**src/rtl/reset_pkg.sv**
```systemverilog
// Shared types for the reset-request block: FSM states, cause mask layout, bit indices.
package reset_pkg;

  typedef enum logic [1:0] {
    IDLE    = 2'd0,
    ASSERT  = 2'd1,
    HOLDOFF = 2'd2
  } rst_req_state_e;

  typedef struct packed {
    logic dbg;
    logic wdt;
    logic sw;
  } rst_cause_t;

  localparam int CAUSE_SW  = 0;
  localparam int CAUSE_WDT = 1;
  localparam int CAUSE_DBG = 2;

  function automatic int max2(input int a, input int b);
    return (a > b) ? a : b;
  endfunction

endpackage

```
**src/rtl/reset_wdt.sv**
```systemverilog
// Watchdog counter: decrements while enabled, reloads on kick or timeout; the
// reload register only feeds the counter at the next kick/timeout.
module reset_wdt #(
  parameter int WDT_WIDTH = 32
) (
  input  logic                 clk,
  input  logic                 rst,
  input  logic                 en_i,
  input  logic                 kick_i,
  input  logic                 load_i,
  input  logic [WDT_WIDTH-1:0] load_val_i,
  output logic                 timeout_o,
  output logic [WDT_WIDTH-1:0] count_o
);

  logic [WDT_WIDTH-1:0] count_q, count_d;
  logic [WDT_WIDTH-1:0] reload_q, reload_d;

  always_comb begin
    count_d   = count_q;
    reload_d  = reload_q;
    timeout_o = 1'b0;
    if (load_i) begin
      reload_d = load_val_i;
    end
    // Kick has priority over both decrement and timeout.
    if (kick_i) begin
      count_d = reload_q;
    end else if (en_i) begin
      if (count_q == '0) begin
        timeout_o = 1'b1;
        count_d   = reload_q;
      end else begin
        count_d = count_q - 1'b1;
      end
    end
  end

  always_ff @(posedge clk) begin
    if (rst) begin
      count_q  <= '1;
      reload_q <= '1;
    end else begin
      count_q  <= count_d;
      reload_q <= reload_d;
    end
  end

  assign count_o = count_q;

endmodule

```
**src/rtl/reset_request.sv**
```systemverilog
// Reset-request initiator: qualifies sw/wdt/debug requests, emits one fixed low
// pulse on rst_req_n_o followed by a holdoff, and keeps a sticky cause mask.
// Optional debug source enabled by defining RESET_REQ_DEBUG_EN.
module reset_request
  import reset_pkg::*;
#(
  parameter int          PULSE_CYCLES   = 16,
  parameter int          HOLDOFF_CYCLES = 64,
  parameter int          WDT_WIDTH      = 32,
  parameter logic [31:0] SW_KEY         = 32'hA5A5_5A5A
) (
  input  logic                 clk,
  input  logic                 rst,
  input  logic                 sw_req_i,
  input  logic [31:0]          sw_key_i,
  input  logic                 wdt_en_i,
  input  logic                 wdt_kick_i,
  input  logic                 wdt_load_i,
  input  logic [WDT_WIDTH-1:0] wdt_load_val_i,
`ifdef RESET_REQ_DEBUG_EN
  input  logic                 dbg_req_i,
`endif
  input  logic                 cause_clr_i,
  output logic                 rst_req_n_o,
  output logic                 busy_o,
  output logic [2:0]           cause_o,
  output logic [WDT_WIDTH-1:0] wdt_count_o,
  output rst_req_state_e       state_o
);

  localparam int CNT_MAX = max2(PULSE_CYCLES, HOLDOFF_CYCLES);
  localparam int CW      = $clog2(CNT_MAX + 1);

  rst_req_state_e state_q, state_d;
  logic [CW-1:0]  cnt_q, cnt_d;
  logic           rst_req_n_q, rst_req_n_d;
  rst_cause_t     cause_d;
  // Deliberately outside the reset path: must survive the reset it triggers.
  rst_cause_t     cause_q = '0;

  logic       wdt_timeout;
  logic       dbg_req;
  rst_cause_t req_mask;
  logic       any_req;

  reset_wdt #(
    .WDT_WIDTH (WDT_WIDTH)
  ) u_wdt (
    .clk        (clk),
    .rst        (rst),
    .en_i       (wdt_en_i),
    .kick_i     (wdt_kick_i),
    .load_i     (wdt_load_i),
    .load_val_i (wdt_load_val_i),
    .timeout_o  (wdt_timeout),
    .count_o    (wdt_count_o)
  );

`ifdef RESET_REQ_DEBUG_EN
  assign dbg_req = dbg_req_i;
`else
  assign dbg_req = 1'b0;
`endif

  always_comb begin
    req_mask     = '0;
    req_mask.sw  = sw_req_i && (sw_key_i == SW_KEY);
    req_mask.wdt = wdt_timeout;
    req_mask.dbg = dbg_req;
    any_req      = |req_mask;
  end

  always_comb begin
    state_d = state_q;
    cnt_d   = cnt_q;
    cause_d = cause_q;
    if (cause_clr_i) begin
      cause_d = '0;
    end
    unique case (state_q)
      IDLE: begin
        if (any_req) begin
          state_d = ASSERT;
          cnt_d   = '0;
          cause_d = req_mask;
        end
      end
      ASSERT: begin
        if (cnt_q == CW'(PULSE_CYCLES - 1)) begin
          state_d = (HOLDOFF_CYCLES == 0) ? IDLE : HOLDOFF;
          cnt_d   = '0;
        end else begin
          cnt_d = cnt_q + 1'b1;
        end
      end
      HOLDOFF: begin
        if (cnt_q == CW'(HOLDOFF_CYCLES - 1)) begin
          state_d = IDLE;
          cnt_d   = '0;
        end else begin
          cnt_d = cnt_q + 1'b1;
        end
      end
      default: begin
        state_d = IDLE;
        cnt_d   = '0;
      end
    endcase
    // Registered so the request line is a clean flop output.
    rst_req_n_d = (state_d != ASSERT);
  end

  always_ff @(posedge clk) begin
    if (rst) begin
      state_q     <= IDLE;
      cnt_q       <= '0;
      rst_req_n_q <= 1'b1;
    end else begin
      state_q     <= state_d;
      cnt_q       <= cnt_d;
      rst_req_n_q <= rst_req_n_d;
    end
  end

  always_ff @(posedge clk) begin
    cause_q <= cause_d;
  end

  assign rst_req_n_o = rst_req_n_q;
  assign busy_o      = (state_q != IDLE);
  assign cause_o     = cause_q;
  assign state_o     = state_q;

endmodule

```
**config.mk**
```make
export PLATFORM = sky130hd
export DESIGN_NAME = reset_request
export DESIGN_NICKNAME = d
export VERILOG_FILES = /design/src/rtl/reset_pkg.sv /design/src/rtl/reset_wdt.sv /design/src/rtl/reset_request.sv
export SDC_FILE = /design/constraint.sdc
export NUM_CORES = 1
export LEC_CHECK = 0
export ABC_AREA = 1
export CORE_ASPECT_RATIO = 0.5
export CORE_MARGIN = 4
export CORE_UTILIZATION = 46
export CTS_CLUSTER_SIZE = 20
export DETAILED_ROUTE_END_ITERATION = 6
export PLACE_DENSITY_LB_ADDON = 0.12
export SKIP_LAST_GASP = 1
export SLEW_MARGIN = 20
export SYNTH_ARGS = -nofsm -noshare
export SYNTH_HDL_FRONTEND = slang
export SYNTH_SLANG_ARGS = --single-unit
```
**constraint.sdc**
```tcl
create_clock -name clk -period 1.6 [get_ports clk]
set_input_delay 0.4 -clock clk [delete_from_list [all_inputs] [get_ports clk]]
set_output_delay 0.4 -clock clk [all_outputs]
set_load 0.01 [all_outputs]
```
==> metrics <==
most frequent cells in the layout=sky130_fd_sc_hd__nand2_1, sky130_fd_sc_hd__inv_1, sky130_fd_sc_hd__clkdlybuf4s50_1; final routed wire length divided by cell count=14.3 um; Overflow after GRT=0; worst setup slack after layout=-0.131 ns; Lkg Pwr=around 3.2 nW; Final Critical Period=about 1.7 ns; async set-reset flop share out of synthesis=0%; share of power burned in combinational logic=a little under a fifth; initial standard-cell utilization of the core=between 40% and 50%; Chip Width=between 100 and 150 um; core area=approximately 9600 um2; via count of the routed design=5031; Net count, final=940; synthesized area per cell=about 6.7 um2; critical path's slowest cell=sky130_fd_sc_hd__dfxtp_2; unrepaired setup endpoints after global routing=yes; type of the most critical hold path=input pin to register; die height=between 70 and 80 um; final estimated routing congestion in global placement=between 0.9 and 1; switching power=between 1 and 1.5 mW; peak clock frequency supported by timing=approximately 0.58 GHz; power per cell area=755 nW/um2; std cell rows=25; count of cell instances traversed by the critical path=14; Hold Path Cell Cnt=2; DRT Pass-1 Iters=5; clock tree from TritonCTS=done; Internal=about 3.9 mW; RR Startpoint=u_wdt.count_o[0]; failing checks=negative setup slack; initial detailed-routing violation count=between 300 and 400; Die Footprint=around 12000 um2; worst path required time=between 1.5 and 2 ns; Synth area leaders=sky130_fd_sc_hd__dfxtp_1, sky130_fd_sc_hd__nand2_1, sky130_fd_sc_hd__nand3_1; number of library cell types mapped by synthesis=33; metal3 WL=just under 1 mm; CP Max Fanout=6; relative area change from synthesis to final layout=52.8%; DRT antenna net count=0; Routed Wire Length=between 10 and 15 mm; proportion of total power due to net switching=a little over a quarter; setup clock skew after layout=~0.0087 ns; antenna violations before repair=0; Synth Warn #=0; Worst Max-Slew Pin Slew=roughly 0.53 ns; HP Start=rst; critical path capture point type=register; routed length on met1=~6.6 mm; first-pass GRT wire length=around 23 mm; placed cell area=around 6300 um2; proportion of power drawn by the clock network=between 40 and 50%; DRC=0; post-layout instance area=~7000 um2; highest routing layer actually used=met4; largest net degree at the start of global routing=41; leading area contributor after synthesis=sky130_fd_sc_hd__dfxtp_1; number of violations of the max-capacitance limit=0; sequential element share of the synthesized area=approximately a third; list of cells traversed by the critical path=inv_2 -> ha_4 -> inv_2 -> nor2_2 -> nand2_1 -> nor2_1 -> nand2_1 -> nor2_4 -> nor2_4 -> buf_12 -> buf_6 -> nand2_2 -> nand3_2 -> nand3_2; number of slew-limit violations in the final report=0; H-tree levels=3; Worst slew margin=between 60% and 70%; startpoint type of the worst setup path=register; layout cells sized above 1=25.5%; final hold vios=0; top-level I/O count=110; final setup violation count=38; Skew-Pair Late Insertion Delay=between 0.3 and 0.4 ns; flip-flop and latch count after synthesis=77; Hold-fix buffers, CTS=0; # port buffers=around 110; ys flop type=sky130_fd_sc_hd__dfxtp_1; total track usage=about a quarter; largest buffer count on any clock path=2; maximum VDD drop=between 0.0005 and 0.0006 V; cell area after synthesis=4590 um2; path depth of the worst reg2reg path=14; via count of the first global-routing pass=between 4000 and 5000; clock input transition at the sequential cells of the worst setup and hold paths=0.06 ns; startpoint of the most critical setup path=u_wdt.count_o[0]; clock tree root buffer cell=sky130_fd_sc_hd__clkbuf_16; number of enable-type register cells in the synthesized netlist=0; fillers=~800; delay-heaviest family, CP=simple AND/OR/NAND/NOR gates; number of antenna diodes=0; WP data arrival=1.96 ns; final core utilization=73.2%; total half-perimeter wirelength after legalization and detailed placement=10.1 mm; Mapped Nets=about 770; result of the run=finished, violations left; area used by sequential logic in the layout=between 1500 and 2000 um2; combined area of the multi-input logic cells=2920 um2; routed wire length on met2=~6.5 mm; number of sinks on the clock net=a little under 80; most common library cell in the layout ignoring fill and taps=sky130_fd_sc_hd__nand2_1; fraction of synthesized cell area taken by the top area cell type=between 30% and 40%; classification of the worst setup path=register to register; Via-to-Cell Ratio=5.02; CP bufs+invs=4; Max stage delay on crit path=~0.33 ns; register share of total power=40.0%; Mapped Cells=689; post-route clock period utilization=108%; clock buffer count from CTS=9
[state kept, by name, summed over array words and instances (netlist names)]
| register | flops |
|---|---|
| u_wdt.count_o | 32 |
| cnt_q | 7 |
| state_o | 2 |
| u_wdt.reload_q | 32 |
| rst_req_n_o | 1 |
| cause_o | 3 |
[cell usage after synthesis, types with 2 or more instances]
| master | instances |
|---|---|
| sky130_fd_sc_hd__dfxtp_1 | 77 |
| sky130_fd_sc_hd__clkbuf_1 | 18 |
| sky130_fd_sc_hd__ha_1 | 7 |
| sky130_fd_sc_hd__nor2_4 | 9 |
| sky130_fd_sc_hd__a21oi_2 | 6 |
| sky130_fd_sc_hd__inv_2 | 3 |
| sky130_fd_sc_hd__nand2_8 | 2 |
| sky130_fd_sc_hd__a21oi_1 | 55 |
| sky130_fd_sc_hd__o21ai_0 | 25 |
| sky130_fd_sc_hd__nand3b_1 | 4 |
| sky130_fd_sc_hd__o21ai_1 | 13 |
| sky130_fd_sc_hd__nand3_1 | 64 |
| sky130_fd_sc_hd__nand2_2 | 11 |
| sky130_fd_sc_hd__nand4_1 | 13 |
| sky130_fd_sc_hd__buf_6 | 3 |
| sky130_fd_sc_hd__nor2_2 | 9 |
| sky130_fd_sc_hd__nor2_1 | 76 |
| sky130_fd_sc_hd__buf_12 | 2 |
| sky130_fd_sc_hd__xor2_1 | 11 |
| sky130_fd_sc_hd__and2_1 | 3 |
| sky130_fd_sc_hd__inv_1 | 75 |
| sky130_fd_sc_hd__nand2_1 | 173 |
| sky130_fd_sc_hd__nor3_1 | 2 |
| sky130_fd_sc_hd__o211ai_2 | 8 |
| sky130_fd_sc_hd__o21ai_2 | 8 |
| sky130_fd_sc_hd__xnor2_1 | 2 |
| sky130_fd_sc_hd__clkinv_1 | 2 |
| sky130_fd_sc_hd__buf_2 | 3 |
[timing repair]
action,CTS,global route
resized for setup,91,52
pin swaps,12,26
setup endpoints to repair,84,46
buffers inserted,2,2
endpoints found under the hold margin,0,0
cloned,2,3
[metal layers]
layer / up-vias / track usage (%)
met4: 0 / 5.57
met3: 24 / 6.00
met5: - / 0
met2: 141 / 38.6
met1: 2299 / 32.5
li1: 2567 / -
[kinds of logic (layout without fill, tap and decap cells)]
logic type | Yosys count | count (layout) | share of synthesized area (%)
buffers and inverters | 107 | 283 | 10.1
AOI/OAI and AO/OA | 117 | 117 | 15.3
adders and majority gates | 7 | 7 | 1.91
and+or+nand+nor | 368 | 370 | 36.6
DFF | 77 | 77 | 33.6
xor gates and xnor gates | 13 | 13 | 2.48
[final timing paths]
check / slack (ns) / endpoint
min reg2reg: 0.44 / cause_o[2]
min: 0.38 / cnt_q[4]
max reg2reg: -0.13 / u_wdt.count_o[10]
max: -0.13 / u_wdt.count_o[10]
[through the flow]
stage	TNS [ns]	std cells	hold slack [ns]	setup WS [ns]	total power [mW]
floorplan	0	689	0.429	0.0308	2.58
global placement	-6.13	977	0.447	-0.268	3.07
detailed placement	-7.62	977	0.447	-0.330	3.09
CTS	-1.51	997	0.358	-0.121	5.28
global route	-5.88	1002	0.382	-0.211	5.51
finish	-1.69	1002	0.375	-0.131	5.29
[power groups by stage]
stage	registers, mW	clock network [mW]	logic [mW]
final	2.11	2.18	1.00
after detailed placement	2.14	0	0.946
after floorplan	2.19	0	0.398
after global placement	2.14	0	0.935
after global routing	2.12	2.29	1.09
after CTS	2.11	2.21	0.958
[area by class of cell]
| class | instances | share of cell area [%] |
|---|---|---|
| Clock inverter | 6 | 1.25 |
| Tap cell | 135 | 2.41 |
| Multi-Input combinational cell | 507 | 41.7 |
| Clock buffer | 10 | 3.27 |
| Inverter | 81 | 4.37 |
| Sequential cell | 77 | 22.2 |
| Timing Repair Buffer | 186 | 24.8 |
No activity file was read; power rests on OpenSTA's default activity.
